$ cat config.mk
export PLATFORM = sky130hd
export DESIGN_NAME = traceback_engine_flat
export DESIGN_NICKNAME = d
export VERILOG_FILES = /design/src/rtl/design_variables.sv /design/src/rtl/traceback_engine_if.sv /design/src/rtl/tb_step_calc.sv /design/src/rtl/traceback_engine.sv /design/src/flat_wrapper.sv
export SDC_FILE = /design/constraint.sdc
export NUM_CORES = 1
export LEC_CHECK = 0
export CORE_ASPECT_RATIO = 1.4
export CORE_MARGIN = 4
export CORE_UTILIZATION = 49
export CTS_CLUSTER_DIAMETER = 50
export DETAILED_ROUTE_END_ITERATION = 10
export PLACE_DENSITY_LB_ADDON = 0.1
export SLEW_MARGIN = 30
export SYNTH_ARGS = -nofsm -noshare
export SYNTH_HDL_FRONTEND = slang
export SYNTH_SLANG_ARGS = --single-unit
export TNS_END_PERCENT = 1
$ cat constraint.sdc
create_clock -name clk -period 3.3 [get_ports clk]
set_input_delay 0.825 -clock clk [delete_from_list [all_inputs] [get_ports clk]]
set_output_delay 0.825 -clock clk [all_outputs]
set_load 0.01 [all_outputs]
$ cat src/rtl/design_variables.sv
// ============================================================================
// Module      : design_variables
// Description : Shared widths, direction codes and traceback state encoding
// Revision    : 1.0
// ============================================================================
`default_nettype none

package design_variables;

    localparam int ROW_BITS_WIDTH = 6;
    localparam int COL_BITS_WIDTH = 6;
    localparam int TB_LEN_W       = 6;

    // 62 records already emitted means the one being decoded is the 63rd.
    localparam logic [TB_LEN_W-1:0] TB_LEN_CAP = TB_LEN_W'(62);

    typedef enum logic [1:0] {
        TB_STOP = 2'b00,
        TB_DIAG = 2'b01,
        TB_UP   = 2'b10,
        TB_LEFT = 2'b11
    } tb_dir_t;

    typedef enum logic [2:0] {
        TB_IDLE   = 3'd0,
        TB_FETCH  = 3'd1,
        TB_DECODE = 3'd2,
        TB_EMIT   = 3'd3,
        TB_DONE   = 3'd4
    } tb_state_t;

endpackage

`default_nettype wire

$ cat src/rtl/traceback_engine_if.sv
// ============================================================================
// Module      : traceback_engine_if
// Description : Alignment record stream (valid/ready) from the traceback engine
// Revision    : 1.0
// ============================================================================
`default_nettype none

interface traceback_engine_if;
    import design_variables::*;

    logic                      out_valid;
    logic                      out_ready;
    logic [1:0]                out_op;
    logic [ROW_BITS_WIDTH-1:0] out_row;
    logic [COL_BITS_WIDTH-1:0] out_col;
    logic                      out_last;

    modport master (
        output out_valid,
        output out_op,
        output out_row,
        output out_col,
        output out_last,
        input  out_ready
    );

    modport slave (
        input  out_valid,
        input  out_op,
        input  out_row,
        input  out_col,
        input  out_last,
        output out_ready
    );

endinterface

`default_nettype wire

$ cat src/rtl/tb_step_calc.sv
// ============================================================================
// Module      : tb_step_calc
// Description : Next-cell coordinates and end-of-path flag for one traceback step
// Revision    : 1.0
// ============================================================================
`default_nettype none

module tb_step_calc
    import design_variables::*;
(
    input  logic [ROW_BITS_WIDTH-1:0] row,
    input  logic [COL_BITS_WIDTH-1:0] col,
    input  tb_dir_t                   dir,
    input  logic [TB_LEN_W-1:0]       tb_len,
    output logic [ROW_BITS_WIDTH-1:0] step_row,
    output logic [COL_BITS_WIDTH-1:0] step_col,
    output logic                      is_last
);

    localparam logic [ROW_BITS_WIDTH-1:0] c_row_one = ROW_BITS_WIDTH'(1);
    localparam logic [COL_BITS_WIDTH-1:0] c_col_one = COL_BITS_WIDTH'(1);

    logic w_row_zero;
    logic w_col_zero;
    logic w_edge;

    assign w_row_zero = (row == '0);
    assign w_col_zero = (col == '0);

    // A move that would leave the matrix ends the path instead of wrapping.
    always_comb begin
        step_row = row;
        step_col = col;
        w_edge   = 1'b0;
        case (dir)
            TB_STOP: w_edge = 1'b1;
            TB_DIAG: begin
                if (w_row_zero || w_col_zero) begin
                    w_edge = 1'b1;
                end else begin
                    step_row = row - c_row_one;
                    step_col = col - c_col_one;
                end
            end
            TB_UP: begin
                if (w_row_zero) w_edge   = 1'b1;
                else            step_row = row - c_row_one;
            end
            TB_LEFT: begin
                if (w_col_zero) w_edge   = 1'b1;
                else            step_col = col - c_col_one;
            end
            default: w_edge = 1'b1;
        endcase
        is_last = w_edge || (tb_len == TB_LEN_CAP);
    end

endmodule

`default_nettype wire

$ cat src/rtl/traceback_engine.sv
// ============================================================================
// Module      : traceback_engine
// Description : Walks the direction matrix from the max cell, emitting records
// Revision    : 1.0
// ============================================================================
`default_nettype none

module traceback_engine
    import design_variables::*;
(
    input  logic                      clk,
    input  logic                      rst_n,
    input  logic                      en_traceback,
    input  logic                      start_of_traceback,
    input  logic [ROW_BITS_WIDTH-1:0] max_row,
    input  logic [COL_BITS_WIDTH-1:0] max_col,
    input  logic [1:0]                dir_in,
    output logic [ROW_BITS_WIDTH-1:0] next_row,
    output logic [COL_BITS_WIDTH-1:0] next_col,
    output logic                      finished,
    output logic [TB_LEN_W-1:0]       tb_len,
    traceback_engine_if.master        rec
);

    localparam logic [TB_LEN_W-1:0] c_len_one = TB_LEN_W'(1);

    tb_state_t                 r_state;
    tb_state_t                 w_state_next;
    logic [ROW_BITS_WIDTH-1:0] r_next_row;
    logic [COL_BITS_WIDTH-1:0] r_next_col;
    logic [TB_LEN_W-1:0]       r_tb_len;
    logic                      r_out_valid;
    tb_dir_t                   r_out_op;
    logic [ROW_BITS_WIDTH-1:0] r_out_row;
    logic [COL_BITS_WIDTH-1:0] r_out_col;
    logic                      r_out_last;

    logic                      w_start;
    logic                      w_abort;
    logic                      w_handshake;
    logic                      w_finished;
    tb_dir_t                   w_calc_dir;
    logic [ROW_BITS_WIDTH-1:0] w_step_row;
    logic [COL_BITS_WIDTH-1:0] w_step_col;
    logic                      w_is_last;

    assign w_start     = start_of_traceback && en_traceback;
    assign w_abort     = (r_state != TB_IDLE) && !en_traceback;
    assign w_handshake = (r_state == TB_EMIT) && r_out_valid && rec.out_ready;

    // DECODE evaluates the fresh memory code; EMIT steps by the held record op.
    assign w_calc_dir = (r_state == TB_DECODE) ? tb_dir_t'(dir_in) : r_out_op;

    tb_step_calc u_step (
        .row      (r_next_row),
        .col      (r_next_col),
        .dir      (w_calc_dir),
        .tb_len   (r_tb_len),
        .step_row (w_step_row),
        .step_col (w_step_col),
        .is_last  (w_is_last)
    );

    always_ff @(posedge clk or negedge rst_n) begin
        if (!rst_n) r_state <= TB_IDLE;
        else        r_state <= w_state_next;
    end

    always_comb begin
        w_state_next = r_state;
        w_finished   = 1'b0;
        case (r_state)
            TB_IDLE:   if (w_start) w_state_next = TB_FETCH;
            TB_FETCH:  w_state_next = TB_DECODE;
            TB_DECODE: w_state_next = TB_EMIT;
            TB_EMIT: begin
                if (w_handshake) w_state_next = r_out_last ? TB_DONE : TB_FETCH;
            end
            TB_DONE: begin
                w_finished   = 1'b1;
                w_state_next = TB_IDLE;
            end
            default:   w_state_next = TB_IDLE;
        endcase
        if (w_abort) begin
            w_state_next = TB_IDLE;
            w_finished   = 1'b0;
        end
    end

    always_ff @(posedge clk or negedge rst_n) begin
        if (!rst_n) begin
            r_next_row  <= '0;
            r_next_col  <= '0;
            r_tb_len    <= '0;
            r_out_valid <= 1'b0;
            r_out_op    <= TB_STOP;
            r_out_row   <= '0;
            r_out_col   <= '0;
            r_out_last  <= 1'b0;
        end else if (w_abort) begin
            r_out_valid <= 1'b0;
        end else begin
            case (r_state)
                TB_IDLE: begin
                    if (w_start) begin
                        r_next_row <= max_row;
                        r_next_col <= max_col;
                        r_tb_len   <= '0;
                    end
                end
                TB_DECODE: begin
                    r_out_op    <= tb_dir_t'(dir_in);
                    r_out_row   <= r_next_row;
                    r_out_col   <= r_next_col;
                    r_out_last  <= w_is_last;
                    r_out_valid <= 1'b1;
                end
                TB_EMIT: begin
                    if (w_handshake) begin
                        r_out_valid <= 1'b0;
                        r_tb_len    <= r_tb_len + c_len_one;
                        if (!r_out_last) begin
                            r_next_row <= w_step_row;
                            r_next_col <= w_step_col;
                        end
                    end
                end
                default: ;
            endcase
        end
    end

    assign next_row      = r_next_row;
    assign next_col      = r_next_col;
    assign tb_len        = r_tb_len;
    assign finished      = w_finished;
    assign rec.out_valid = r_out_valid;
    assign rec.out_op    = r_out_op;
    assign rec.out_row   = r_out_row;
    assign rec.out_col   = r_out_col;
    assign rec.out_last  = r_out_last;

endmodule

`default_nettype wire
$ cat src/flat_wrapper.sv
// flat-port wrapper written by rule: the top's interface ports become plain ports
module traceback_engine_flat import design_variables::*;
  (clk, rst_n, en_traceback, start_of_traceback, max_row, max_col, dir_in, next_row, next_col, finished, tb_len, rec_out_valid, rec_out_op, rec_out_row, rec_out_col, rec_out_last, rec_out_ready);
  traceback_engine_if rec_i ();
  input  logic clk;
  input  logic rst_n;
  input  logic en_traceback;
  input  logic start_of_traceback;
  input  logic [ROW_BITS_WIDTH-1:0] max_row;
  input  logic [COL_BITS_WIDTH-1:0] max_col;
  input  logic [1:0] dir_in;
  output logic [ROW_BITS_WIDTH-1:0] next_row;
  output logic [COL_BITS_WIDTH-1:0] next_col;
  output logic finished;
  output logic [TB_LEN_W-1:0] tb_len;
  output wire logic [$bits(rec_i.out_valid)-1:0] rec_out_valid;
  output wire logic [$bits(rec_i.out_op)-1:0] rec_out_op;
  output wire logic [$bits(rec_i.out_row)-1:0] rec_out_row;
  output wire logic [$bits(rec_i.out_col)-1:0] rec_out_col;
  output wire logic [$bits(rec_i.out_last)-1:0] rec_out_last;
  input wire logic [$bits(rec_i.out_ready)-1:0] rec_out_ready;
  assign rec_out_valid = rec_i.out_valid;
  assign rec_out_op = rec_i.out_op;
  assign rec_out_row = rec_i.out_row;
  assign rec_out_col = rec_i.out_col;
  assign rec_out_last = rec_i.out_last;
  assign rec_i.out_ready = rec_out_ready;
  traceback_engine u_core (.clk(clk), .rst_n(rst_n), .en_traceback(en_traceback), .start_of_traceback(start_of_traceback), .max_row(max_row), .max_col(max_col), .dir_in(dir_in), .next_row(next_row), .next_col(next_col), .finished(finished), .tb_len(tb_len), .rec(rec_i));
endmodule
=== Word-level counts from Yosys, hierarchy flattened ===
Index checks and enable logic that the tools add are counted.

* Output and inout port bits: 35
* Bits in registers: 37
* Word-level logic and storage cells: 83
* Input port bits: 19

* Multiplexer cells: 32
* Bitwise gates (word level): 1
* Equal/unequal tests: 18
* Reductions and logical operators: 20
* Add/sub/neg operators: 3

{| class="wikitable"
|+ Operators with widths
! operator !! number
|-
| $mux W6 || 12
|-
| $pmux W6 S2 || 5
|-
| $reduce_and A8 Y1 || 2
|-
| $ne A3 B3 Y1 const B || 5
|-
| $logic_not A6 Y1 || 2
|-
| $mux W3 || 4
|-
| $pmux W3 S4 || 1
|-
| $sub A6 B1 Y6 const B || 2
|-
| $mux W1 || 7
|-
| $add A6 B1 Y6 const B || 1
|-
| $eq A3 B2 Y1 const B || 2
|-
| $eq A6 B6 Y1 const B || 1
|-
| $ne A3 B1 Y1 const B || 2
|-
| $reduce_and A2 Y1 || 3
|-
| $reduce_bool A3 Y1 || 2
|-
| $eq A2 B2 Y1 const B || 2
|-
| $logic_and A1 B1 Y1 || 4
|-
| $ne A2 B1 Y1 const B || 2
|-
| $pmux W1 S4 || 1
|-
| $reduce_and A4 Y1 || 1
|-
| $eq A3 B1 Y1 const B || 1
|-
| $eq A3 B3 Y1 const B || 1
|-
| $logic_not A3 Y1 || 1
|-
| $eq A2 B1 Y1 const B || 1
|-
| 8 further kinds || 9
|}

=== Logic depth before layout (Yosys ltp) ===
Gate-level depths: netlist of the first run.

* Word-level depth: 7
* Depth in mapped cells: 10
* Gate-level depth less buffers: 9

=== By module ===
Synthesis of the first run repeated with hierarchy kept, for this count alone.

* Cell total of the unflattened synthesis: 225
* Area total of the unflattened synthesis: 2432.3 µm²

{| class="wikitable"
|+ Modules (own cells, without submodules)
! module !! seq. area each (µm²) !! cells an instance !! instances !! area each (µm²)
|-
| traceback_engine || 925.9 || 135 || 1 || 1804.2
|-
| tb_step_calc || 0.0 || 90 || 1 || 628.1
|}

=== Least setup slack after synthesis of the first run ===
OpenSTA, ideal clock, no wires.

* Kind: register to register
* Start: register u_core.r_state[0]
* End: register u_core.r_next_row[3], in the netlist u_core.next_row[3]
* Slack: 0.572 ns
* Library setup time: 0.128 ns
* Period minus slack after synthesis: 2.728 ns
* Required time: 3.172 ns
* Arrival time: 2.600 ns
* Path buffers: 1
* Stages on the path, launching flop included: 10
* Cell sequence: dfrtp_1 buf_6 nor3b_1 mux2i_1 ha_1 nand3b_1 o41a_1 or2_2 a311oi_1 nor3_1

* Cells in the longest elaborated chain, start to end: 7
* Elaborated cells between the ends (all ways): 23
* Those cells by class: eq/ne (10); mux (5); bitwise (1); reduce/logical (7)

{| class="wikitable"
|+ RTL lines
! what !! line !! source
|-
| from (decl) || traceback_engine.sv:27 || <nowiki>tb_state_t r_state;</nowiki>
|-
| from (signal assigned) || traceback_engine.sv:66 || <nowiki>else r_state <= w_state_next;</nowiki>
|-
| $eq A3 B2 Y1 || traceback_engine.sv:52 || <nowiki>assign w_calc_dir = (r_state == TB_DECODE) ? tb_dir_t'(dir_in) : r_out_op;</nowiki>
|-
| $mux W2 || - ||
|-
| $eq A2 B2 Y1 or $eq A2 B1 Y1 (tied branches) || tb_step_calc.sv:35 || <nowiki>case (dir)</nowiki>
|-
| $pmux W6 S2 || tb_step_calc.sv:35 ||
|-
| $mux W6 || traceback_engine.sv:123 || <nowiki>if (!r_out_last) begin</nowiki>
|-
| $mux W6 || traceback_engine.sv:120 || <nowiki>if (w_handshake) begin</nowiki>
|-
| $pmux W6 S2 || traceback_engine.sv:104 || <nowiki>case (r_state)</nowiki>
|-
| to (signal assigned) || traceback_engine.sv:107 || <nowiki>r_next_row <= max_row;</nowiki>
|-
| to (signal assigned) || traceback_engine.sv:124 || <nowiki>r_next_row <= w_step_row;</nowiki>
|-
| to (decl) || traceback_engine.sv:29 || <nowiki>logic [ROW_BITS_WIDTH-1:0] r_next_row;</nowiki>
|}

Parallel ways exist; a longest one is shown, timed or not. The select of a mux whose other input is x is not followed.
A chain may end at the register's enable or synchronous reset.

=== Worst setup path in the final report of the first run ===
* Start: input en_traceback
* End: output finished

* Cells in the longest elaborated chain, start to end: 3

{| class="wikitable"
|+ RTL lines
! what !! line !! source
|-
| from (decl) || flat_wrapper.sv:7 || <nowiki>input logic en_traceback;</nowiki>
|-
| $logic_not A1 Y1 || traceback_engine.sv:48 || <nowiki>assign w_abort = (r_state != TB_IDLE) && !en_traceback;</nowiki>
|-
| $logic_and A1 B1 Y1 || traceback_engine.sv:48 ||
|-
| $mux W1 || traceback_engine.sv:85 || <nowiki>if (w_abort) begin</nowiki>
|-
| to (decl) || flat_wrapper.sv:14 || <nowiki>output logic finished;</nowiki>
|}

Every way passes these cells.

==> results of run 1 <==
==> registers in the layout (all words and copies together) (netlist names) <==
| signal | count |
|---|---|
| u_core.tb_len | 6 |
| u_core.next_row | 6 |
| u_core.rec.out_op | 2 |
| u_core.r_state | 3 |
| u_core.rec.out_last | 1 |
| u_core.rec.out_valid | 1 |
| u_core.next_col | 6 |
| u_core.rec.out_col | 6 |
| u_core.rec.out_row | 6 |
==> synthesized netlist by cell type (4+ instances only) <==
cell / instances
a21oi_1: 7
a32o_1: 4
clkbuf_1: 4
dfrtp_1: 37
ha_1: 10
inv_1: 9
mux2_2: 15
nand2_1: 20
nand2b_1: 4
nand3_1: 10
nand3b_1: 4
nor2_1: 15
nor3_1: 4
nor4_1: 4
o21ai_0: 13
==> final cells by class <==
class	instances	area, um^2	share of cell area
inverter	9	33.8	0.0116
multi-input combinational	164	1190	0.410
clock buffer	7	86.3	0.0297
sequential	37	926	0.319
timing repair buffer	62	593	0.204
tap	60	75.1	0.0258
==> placed cells by master (no fill, tap or decap), types with 2 or more instances in the layout <==
cell type,netlist,final
clkdlybuf4s50_1,0,52
dfrtp_1,37,37
nand2_1,20,20
mux2_2,15,15
nor2_1,15,15
o21ai_0,13,13
nand3_1,10,10
ha_1,10,10
inv_1,9,9
buf_4,0,9
a21oi_1,7,7
clkbuf_8,0,6
nand2b_1,4,4
nor3_1,4,4
nor4_1,4,4
nand3b_1,4,4
a32o_1,4,4
and2_1,3,3
a22o_1,3,3
nand4_1,3,3
o22ai_1,3,3
o22a_1,3,3
nor3b_1,2,2
mux2i_1,2,2
and3_1,2,2
a21o_1,2,2
or2_2,2,2
nor2b_1,2,2
xnor2_1,2,2
a211oi_1,2,2
a311oi_1,2,2
o31ai_1,2,2
nor4b_1,2,2
==> per-stage QoR <==
step | cells | area, um^2 | utilization
5_1_grt | 339 | 2910 | 0.680
3_3_place_gp | 332 | 2820 | 0.660
2_1_floorplan | 218 | 2190 | -
6_report | 339 | 2910 | 0.680
3_5_place_dp | 332 | 2820 | 0.660
4_1_cts | 339 | 2910 | 0.680
==> per-layer routing <==
layer / global-route usage / vias up / wire (um) / part of all wire
met5: 0 / - / 0 / 0
met4: 0.0788 / 0 / 88 / 0.017
met3: 0.0452 / 9 / 246 / 0.046
met2: 0.355 / 58 / 2860 / 0.54
met1: 0.224 / 938 / 2110 / 0.40
li1: - / 930 / - / -
==> power by group <==
group	switching [uW]	leakage, uW	internal (uW)
Clock	150	0.0000443	166
Sequential	150	0.000458	596
Combinational	350	0.000686	465
Total	650	0.00119	1230
==> kinds of logic (layout without fill, tap and decap cells) <==
logic type | after synthesis | after routing | share of synthesized area
XOR/XNOR | 2 | 2 | 0.00799
multiplexers | 17 | 17 | 0.0861
flip-flops | 37 | 37 | 0.422
AO/OA/AOI/OAI | 51 | 51 | 0.180
buffers and inverters | 17 | 78 | 0.0342
AND/OR/NAND/NOR | 84 | 84 | 0.212
adder cells (fa/ha/maj) | 10 | 10 | 0.0570
==> how the worst max path moves through the flow <==
| stage | cells past startpoint | endpoint | from | slack (ps) |
|---|---|---|---|---|
| 2_1_floorplan | 9 | u_core.next_row[3]$_DFFE_PN0P_ | u_core.r_state[0]$_DFFE_PN0P_ | 570 |
| 5_1_grt | 9 | u_core.next_row[4]$_DFFE_PN0P_ | u_core.r_state[0]$_DFFE_PN0P_ | 160 |
| 4_1_cts | 3 | finished | en_traceback | 380 |
| 3_5_place_dp | 8 | u_core.next_row[3]$_DFFE_PN0P_ | dir_in[0] | 100 |
| 6_report | 3 | finished | en_traceback | 390 |
| 3_3_place_gp | 8 | u_core.next_row[3]$_DFFE_PN0P_ | dir_in[0] | 120 |
==> results.md, run 1 <==
- Largest buffer count on any clock path: 2
- CP arrival: 2080 ps
- Worst Hold Class: reg2reg
- Global Route Usage Sum: 0.197
- Core Rows: 28
- Cells after Synth: 218
- Die area: 5630 um^2
- CP Class: in2out
- DRT antenna net count: 0
- CP max stage delay: 560 ps
- Dominant synthesized flop cell: dfrtp_1
- Clk Latency, worst-skew pair: 290 ps
- Initial antenna violation count: 0
- Placer congestion estimate: 0.917
- Buffers plus inverters on the worst setup path: 2
- Synth area leaders: dfrtp_1, mux2_2, ha_1
- Reg2reg end: u_core.next_row[3]$_DFFE_PN0P_
- Yosys top cell by area: dfrtp_1
- Unrepaired setup endpoints after global routing: false
- CTS tree: yes
- Share of flip-flops with an asynchronous set or reset: 1.00
- Number of vias per cell: 5.71
- Crit path max fanout: 6
- Via count: 1935
- Clock Root Buffer: clkbuf_8
- Crit path cell chain: clkdlybuf4s50_1 > and3_1 > clkdlybuf4s50_1
- Hold Violations, Final: 0
- Clock slew at reported path FFs: 60 ps
- Maximum vdd drop: 484 uV
- CP most frequent cell: clkdlybuf4s50_1
- Final Max Tran Viols: 0
- Sequential element share of the synthesized area: 0.422
- Vias in the first global route: 1878
- Leakage power: 0.00119 uW
- Critical path's slowest cell: clkdlybuf4s50_1
- Setup violators final: 0
- H-tree depth: 2
- WP data required: 2470 ps
- Clock skew: 6.44 ps
- Seq cells post-synth: 37
- Drc violations: 0
- Pin count of the biggest net entering global routing: 38
- Global-route wire length before repair: 8600 um
- Post-Syn Nets: 247
- Outcome: finished clean
- Cell Area, Synth: 2190 um^2
- Clock Sinks: 37
- Layout net count: 308
- Port buffer count: 53
- 1st-iter DRT viols: 154
- Post-CTS setup buffer count: 0
- Synth-to-layout area growth: 32.5%
- Crit Reg-Reg Startpoint: u_core.r_state[0]$_DFFE_PN0P_
- N_diodes: 0
- Worst slew margin: 0.449
- Final Cycle Share: 0.882
- Final-layout fill cell count: 362
- CTS Hold Bufs: 0
- Grt total ovfl: 0
- Largest delay share family, worst path: buffers and inverters
- Number of detailed-route iterations in the first pass: 4
- Post_cts resized: 0
- Initial core utilization: 0.513
- Setup WS pre-CTS: 101 ps
- Core area: 4270 um^2
- Reg-to-reg slack, setup: 410 ps
- Crit path capture type: output pin
- CTS buffer count: 5
- Worst Tran Pin Value: 827 ps
- Power Density: 646 nW/um^2
- Worst Hold End: u_core.rec.out_row[3]$_DFFE_PN0P_
- Die X: 64.5 um
- Die extent in y: 87.2 um
- R2R depth: 8
- Max Fclk: 344 MHz
- YS warnings: 0
- IO Pins: 54
- Setup slack after layout: 390 ps
- Hold_ws: 506 ps
- Share of cells above drive strength 1: 0.136
- Max-Cap Viols: 0
- Tmin final: 2910 ps
- DPL Wire Length: 3940 um
- Drt wl/cell: 15.7 um
- Min-delay src: u_core.rec.out_row[3]$_DFFE_PN0P_
- Number of flops mapped to enable cells by yosys: 0
- Setup_tns: 0 ps
- Total power: 1880 uW
- Unique masters post-synth: 50
- Syn avg cell area: 10.1 um^2
- Hold Path Depth: 1
- Synth top area share: 0.422
- Total Routed Length: 5310 um
- Startpoint Class: primary input
No activity file was read; power rests on OpenSTA's default activity.
==> run 2: changes to the inputs <==
--- a/config.mk
+++ b/config.mk
@@ -10,6 +10,7 @@
 export CORE_UTILIZATION = 49
 export CTS_CLUSTER_DIAMETER = 50
 export DETAILED_ROUTE_END_ITERATION = 10
+export GPL_TIMING_DRIVEN = 0
 export PLACE_DENSITY_LB_ADDON = 0.1
 export SLEW_MARGIN = 30
 export SYNTH_ARGS = -nofsm -noshare
==> run 2 against run 1 <==
  * Fmax is 6.8% lower
  * Count of clock-buffer cells in the layout rose by 1
  * Combinational power up 2%
  * Utilization about the same
  * Worst setup slack worse by 210 ps
  * Die area stayed put
  * Largest power group unchanged
  * Critical path depth is 7 higher
  * Highest routed layer unchanged
  * Hold slack got worse by 64 ps
==> results.md, run 2 (synthesized netlist as in run 1, its figures left out) <==
- H-tree depth: 2
- Die X: 64.5 um
- Layout net count: 308
- Leading cell types in the layout, fill and taps excluded: clkdlybuf4s50_1, dfrtp_1, nand2_1
- Tmin final: 3120 ps
- Sequential Area: 926 um^2
- Placer congestion estimate: 0.885
- Critical Path Start: u_core.r_state[0]$_DFFE_PN0P_
- Setup violators final: 0
- Largest buffer count on any clock path: 2
- Final Core Density: 0.680
- Initial antenna violation count: 0
- Max Fclk: 320 MHz
- CP Class: reg2reg
- Pin count of the biggest net entering global routing: 25
- Clock slew at reported path FFs: 70 ps
- Reg2reg end: u_core.next_row[4]$_DFFE_PN0P_
- Initial core utilization: 0.513
- CTS buffer count: 5
- Met1 usage: 0.232
- Number of detailed-route iterations in the first pass: 4
- IO Pins: 54
- Final Max Tran Viols: 0
- Outcome: finished clean
- Crit path max fanout: 9
- Vias in the first global route: 1933
- Crit path cell chain: buf_6 > nor3b_1 > mux2i_2 > inv_1 > ha_1 > nor2b_1 > and3b_1 > o221ai_1 > a21oi_1 > a2bb2oi_1
- Post-CTS setup buffer count: 0
- Setup WS pre-CTS: -245 ps
- Core Rows: 28
- WP data required: 3520 ps
- Worst slew margin: 0.590
- Busiest grt layer: met2
- Reg-to-reg slack, setup: 180 ps
- Crit Reg-Reg Startpoint: u_core.r_state[0]$_DFFE_PN0P_
- Maximum vdd drop: 387 uV
- Final Cycle Share: 0.946
- Area of the multi-input gates: 1200 um^2
- Number of vias per cell: 5.76
- Worst Tran Pin Value: 609 ps
- Global-route wire length before repair: 8770 um
- Critical path's slowest cell: mux2i_2
- Power Density: 644 nW/um^2
- DPL Wire Length: 4000 um
- Clock Sinks: 37
- Core area: 4270 um^2
- Drc violations: 0
- R2R depth: 10
- Drt wl/cell: 15.9 um
- Setup slack after layout: 177 ps
- Clock Root Buffer: clkbuf_8
- Via count: 1959
- 1st-iter DRT viols: 103
- Hold Violations, Final: 0
- GR Layer Usage met3: 0.0323
- Buffers plus inverters on the worst setup path: 2
- Largest delay share family, worst path: simple AND/OR/NAND/NOR gates
- Die extent in y: 87.2 um
- CP arrival: 3340 ps
- Crit path capture type: flip-flop
- Clock skew: 4.83 ps
- Die area: 5630 um^2
- Synth-to-layout area growth: 32.5%
- Final-layout fill cell count: 359
- Dpl cells: 332
- Share of cells above drive strength 1: 0.121
- Leakage power: 0.00118 uW
- Max-Cap Viols: 0
- Startpoint Class: flip-flop
- Total Routed Length: 5400 um
- CP max stage delay: 580 ps
- Global Route Usage Sum: 0.201
- DRT antenna net count: 0
- Non-Filler Instances: 340
- Met2 Track Usage GR: 0.361
- N_diodes: 0
- Port buffer count: 53
- Grt total ovfl: 0
- Clk Latency, worst-skew pair: 290 ps
- CTS tree: yes
- Commonest non-fill, non-tap cell in the layout: clkdlybuf4s50_1
- Worst Hold Class: in2async
run 2: changes by cell type in the layout (fill, tap and decap cells not counted), sizes merged:
cell    previous run  this run
clkbuf             7        12
buf               10         6
run 2: layout make-up:
| class | count | share of cell area |
|---|---|---|
| flip-flops and latches | 37 | 0.319 |
| inverters | 9 | 0.0116 |
| plain buffers | 8 | 0.0142 |
| well taps | 60 | 0.0258 |
| repair buffers | 54 | 0.190 |
| clock buffers | 8 | 0.0276 |
| multi-input cells | 164 | 0.412 |
run 2: routing by layer:
| layer | up-vias | wire [um] |
|---|---|---|
| li1 | 933 | - |
| met1 | 955 | 2210 |
| met2 | 63 | 2810 |
| met3 | 8 | 260 |
| met4 | 0 | 114 |
| met5 | - | 0 |
run 2: worst max-delay path by stage:
stage	depth (start not counted)	slack (ps)	end
floorplan	9	570	u_core.next_row[3]$_DFFE_PN0P_
global placement	9	-200	u_core.next_row[4]$_DFFE_PN0P_
detailed placement	9	-240	u_core.next_row[4]$_DFFE_PN0P_
CTS	9	60	u_core.next_row[4]$_DFFE_PN0P_
global route	10	-10	u_core.next_row[4]$_DFFE_PN0P_
finish	10	180	u_core.next_row[4]$_DFFE_PN0P_
run 2: power breakdown:
| part | switching [uW] | internal, uW |
|---|---|---|
| combinational | 369 | 464 |
| sequential | 137 | 596 |
| clock | 154 | 150 |
| total | 660 | 1210 |
run 2: metrics by stage:
step	total power [uW]	TNS [ps]	cell area [um^2]	hold WS [ps]
global placement	1560	-943	2800	490
detailed placement	1570	-1500	2820	496
finish	1870	0	2910	442
global route	1980	-10.5	2910	454
floorplan	1140	0	2190	529
CTS	1880	0	2900	448
run 2: timing repair:
item	in CTS	in global routing
gates resized for setup	0	1
setup endpoints to repair	0	9
hold buffers	0	0
run 2: worst register-to-register path: stages, from the launching register on:
cell       delay [ps]
dfrtp_1           380
buf_6             130
nor3b_1           410
mux2i_2           580
inv_1             140
ha_1              410
nor2b_1           320
and3b_1           200
o221ai_1          140
a21oi_1           180
a2bb2oi_1         150
==> run 3: changes to the inputs <==
--- a/config.mk
+++ b/config.mk
@@ -5,7 +5,6 @@
 export SDC_FILE = /design/constraint.sdc
 export NUM_CORES = 1
 export LEC_CHECK = 0
-export CORE_ASPECT_RATIO = 1.4
 export CORE_MARGIN = 4
 export CORE_UTILIZATION = 49
 export CTS_CLUSTER_DIAMETER = 50
==> run 3 against run 2 <==
  * Final cell count down 2.4%
  * Utilization down 0.45 points
  * Global-route usage up 0.95 points
  * Critical endpoint unchanged
==> results.md, run 3 (synthesized netlist as in run 1, its figures left out) <==
- Maximum vdd drop: 378 uV
- Final Cycle Share: 0.921
- Clock Sinks: 37
- CTS Hold Bufs: 0
- Clock slew at reported path FFs: 70 ps
- Vias in the first global route: 1880
- CP Class: reg2reg
- Worst Tran Pin Value: 664 ps
- Busiest grt layer: met2
- Power Density: 675 nW/um^2
- Die area: 5610 um^2
- Share of cells above drive strength 1: 0.129
- IO Pins: 54
- Crit path max fanout: 9
- Initial antenna violation count: 0
- GR Layer Usage met3: 0.0454
- Largest buffer count on any clock path: 2
- Drt wl/cell: 16.7 um
- Max Fclk: 329 MHz
- Port buffer count: 53
- Leading cell types in the layout, fill and taps excluded: clkdlybuf4s50_1, dfrtp_1, nand2_1
- Outcome: finished clean
- Worst Hold Class: in2async
- Clk Latency, worst-skew pair: 290 ps
- Via count: 1962
- Grt total ovfl: 0
- Startpoint Class: flip-flop
- Global Route Usage Sum: 0.210
- Synth-to-layout area growth: 34.1%
- Setup_tns: 0 ps
- Final-layout fill cell count: 350
- Crit Reg-Reg Startpoint: u_core.r_state[0]$_DFFE_PN0P_
- R2R depth: 10
- Global-route wire length before repair: 9070 um
- Setup WS pre-CTS: -281 ps
- 1st-iter DRT viols: 122
- Worst slew margin: 0.557
- Die X: 74.9 um
- Core Rows: 24
- WP data required: 3510 ps
- Crit path capture type: flip-flop
- Die extent in y: 74.9 um
- Setup slack after layout: 259 ps
- H-tree depth: 2
- Core area: 4350 um^2
- Commonest non-fill, non-tap cell in the layout: clkdlybuf4s50_1
- Max-Cap Viols: 0
- Clock skew: 3.38 ps
- Total Routed Length: 5540 um
- Tmin final: 3040 ps
- CTS tree: yes
- Pin count of the biggest net entering global routing: 23
- CP arrival: 3250 ps
- Setup violators final: 0
- Initial core utilization: 0.504
- Met2 Track Usage GR: 0.343
- Drc violations: 0
- Clock Root Buffer: clkbuf_8
- Unrepaired setup endpoints after global routing: false
- Leakage power: 0.00120 uW
- DRT antenna net count: 0
- Final Max Tran Viols: 0
- Reg2reg end: u_core.next_row[4]$_DFFE_PN0P_
- DPL Wire Length: 4090 um
- Met1 usage: 0.286
- Layout net count: 308
- N_diodes: 0
- Number of detailed-route iterations in the first pass: 5
- Hold Violations, Final: 0
- Reg-to-reg slack, setup: 260 ps
- CTS buffer count: 5
- Placer congestion estimate: 0.831
- Number of vias per cell: 5.91
==> run 3: cell count changes in the layout (fill, tap and decap cells not counted), sizes merged <==
cell    change
bufinv      +1
clkbuf      -1
==> run 3: how the worst max path moves through the flow <==
| stage | startpoint | to | slack, ps |
|---|---|---|---|
| 5_1_grt | u_core.r_state[0]$_DFFE_PN0P_ | u_core.next_row[4]$_DFFE_PN0P_ | 70 |
| 3_5_place_dp | dir_in[0] | u_core.next_row[4]$_DFFE_PN0P_ | -280 |
| 3_3_place_gp | dir_in[0] | u_core.next_col[5]$_DFFE_PN0P_ | -200 |
| 6_report | u_core.r_state[0]$_DFFE_PN0P_ | u_core.next_row[4]$_DFFE_PN0P_ | 260 |
| 2_1_floorplan | u_core.r_state[0]$_DFFE_PN0P_ | u_core.next_row[3]$_DFFE_PN0P_ | 570 |
| 4_1_cts | dir_in[0] | u_core.next_row[4]$_DFFE_PN0P_ | 30 |
==> run 3: worst max-delay path, stage by stage (launching register included) <==
cell	delay, ps
dfrtp_1	370
buf_6	130
nor3b_1	480
mux2i_4	500
inv_1	140
ha_1	400
nor2b_1	270
and3b_1	200
o221ai_1	140
a21oi_1	180
a2bb2oi_1	160
==> run 3: final cells by class <==
| cell class | instances | area (um^2) | area share |
|---|---|---|---|
| timing repair buffer | 54 | 553 | 0.188 |
| clock buffer | 7 | 86.3 | 0.0294 |
| multi-input combinational | 164 | 1200 | 0.410 |
| sequential | 37 | 926 | 0.315 |
| clock inverter | 1 | 30.0 | 0.0102 |
| inverter | 9 | 33.8 | 0.0115 |
| tap | 52 | 65.1 | 0.0221 |
| buffer | 8 | 41.3 | 0.0140 |
==> run 3: power breakdown <==
part / total, uW / switching, uW / internal [uW] / leakage [uW]
sequential: 735 / 140 / 595 / 0.000458
clock: 409 / 163 / 246 / 0.0000585
combinational: 840 / 372 / 468 / 0.000681
==> run 3: repair_timing <==
| action | 4_1_cts | 5_1_grt |
|---|---|---|
| gates resized for setup | 0 | 2 |
| setup buffers | 0 | 0 |
| endpoints found under the setup margin | 0 | 11 |
==> run 3: through the flow <==
step | power [uW] | instances | util | cell area [um^2] | hold WS (ps)
final | 1980 | 332 | 0.675 | 2940 | 456
after global routing | 2100 | 332 | 0.675 | 2940 | 485
after CTS | 1990 | 332 | 0.672 | 2930 | 465
after detailed placement | 1570 | 324 | 0.646 | 2810 | 495
after global placement | 1550 | 323 | 0.641 | 2790 | 489
after floorplan | 1140 | 218 | - | 2190 | 529
==> run 3: routing by layer <==
metal	part of all wire	vias up
met5	0	-
met1	0.45	959
li1	-	932
met2	0.48	66
met4	0.0063	0
met3	0.062	5
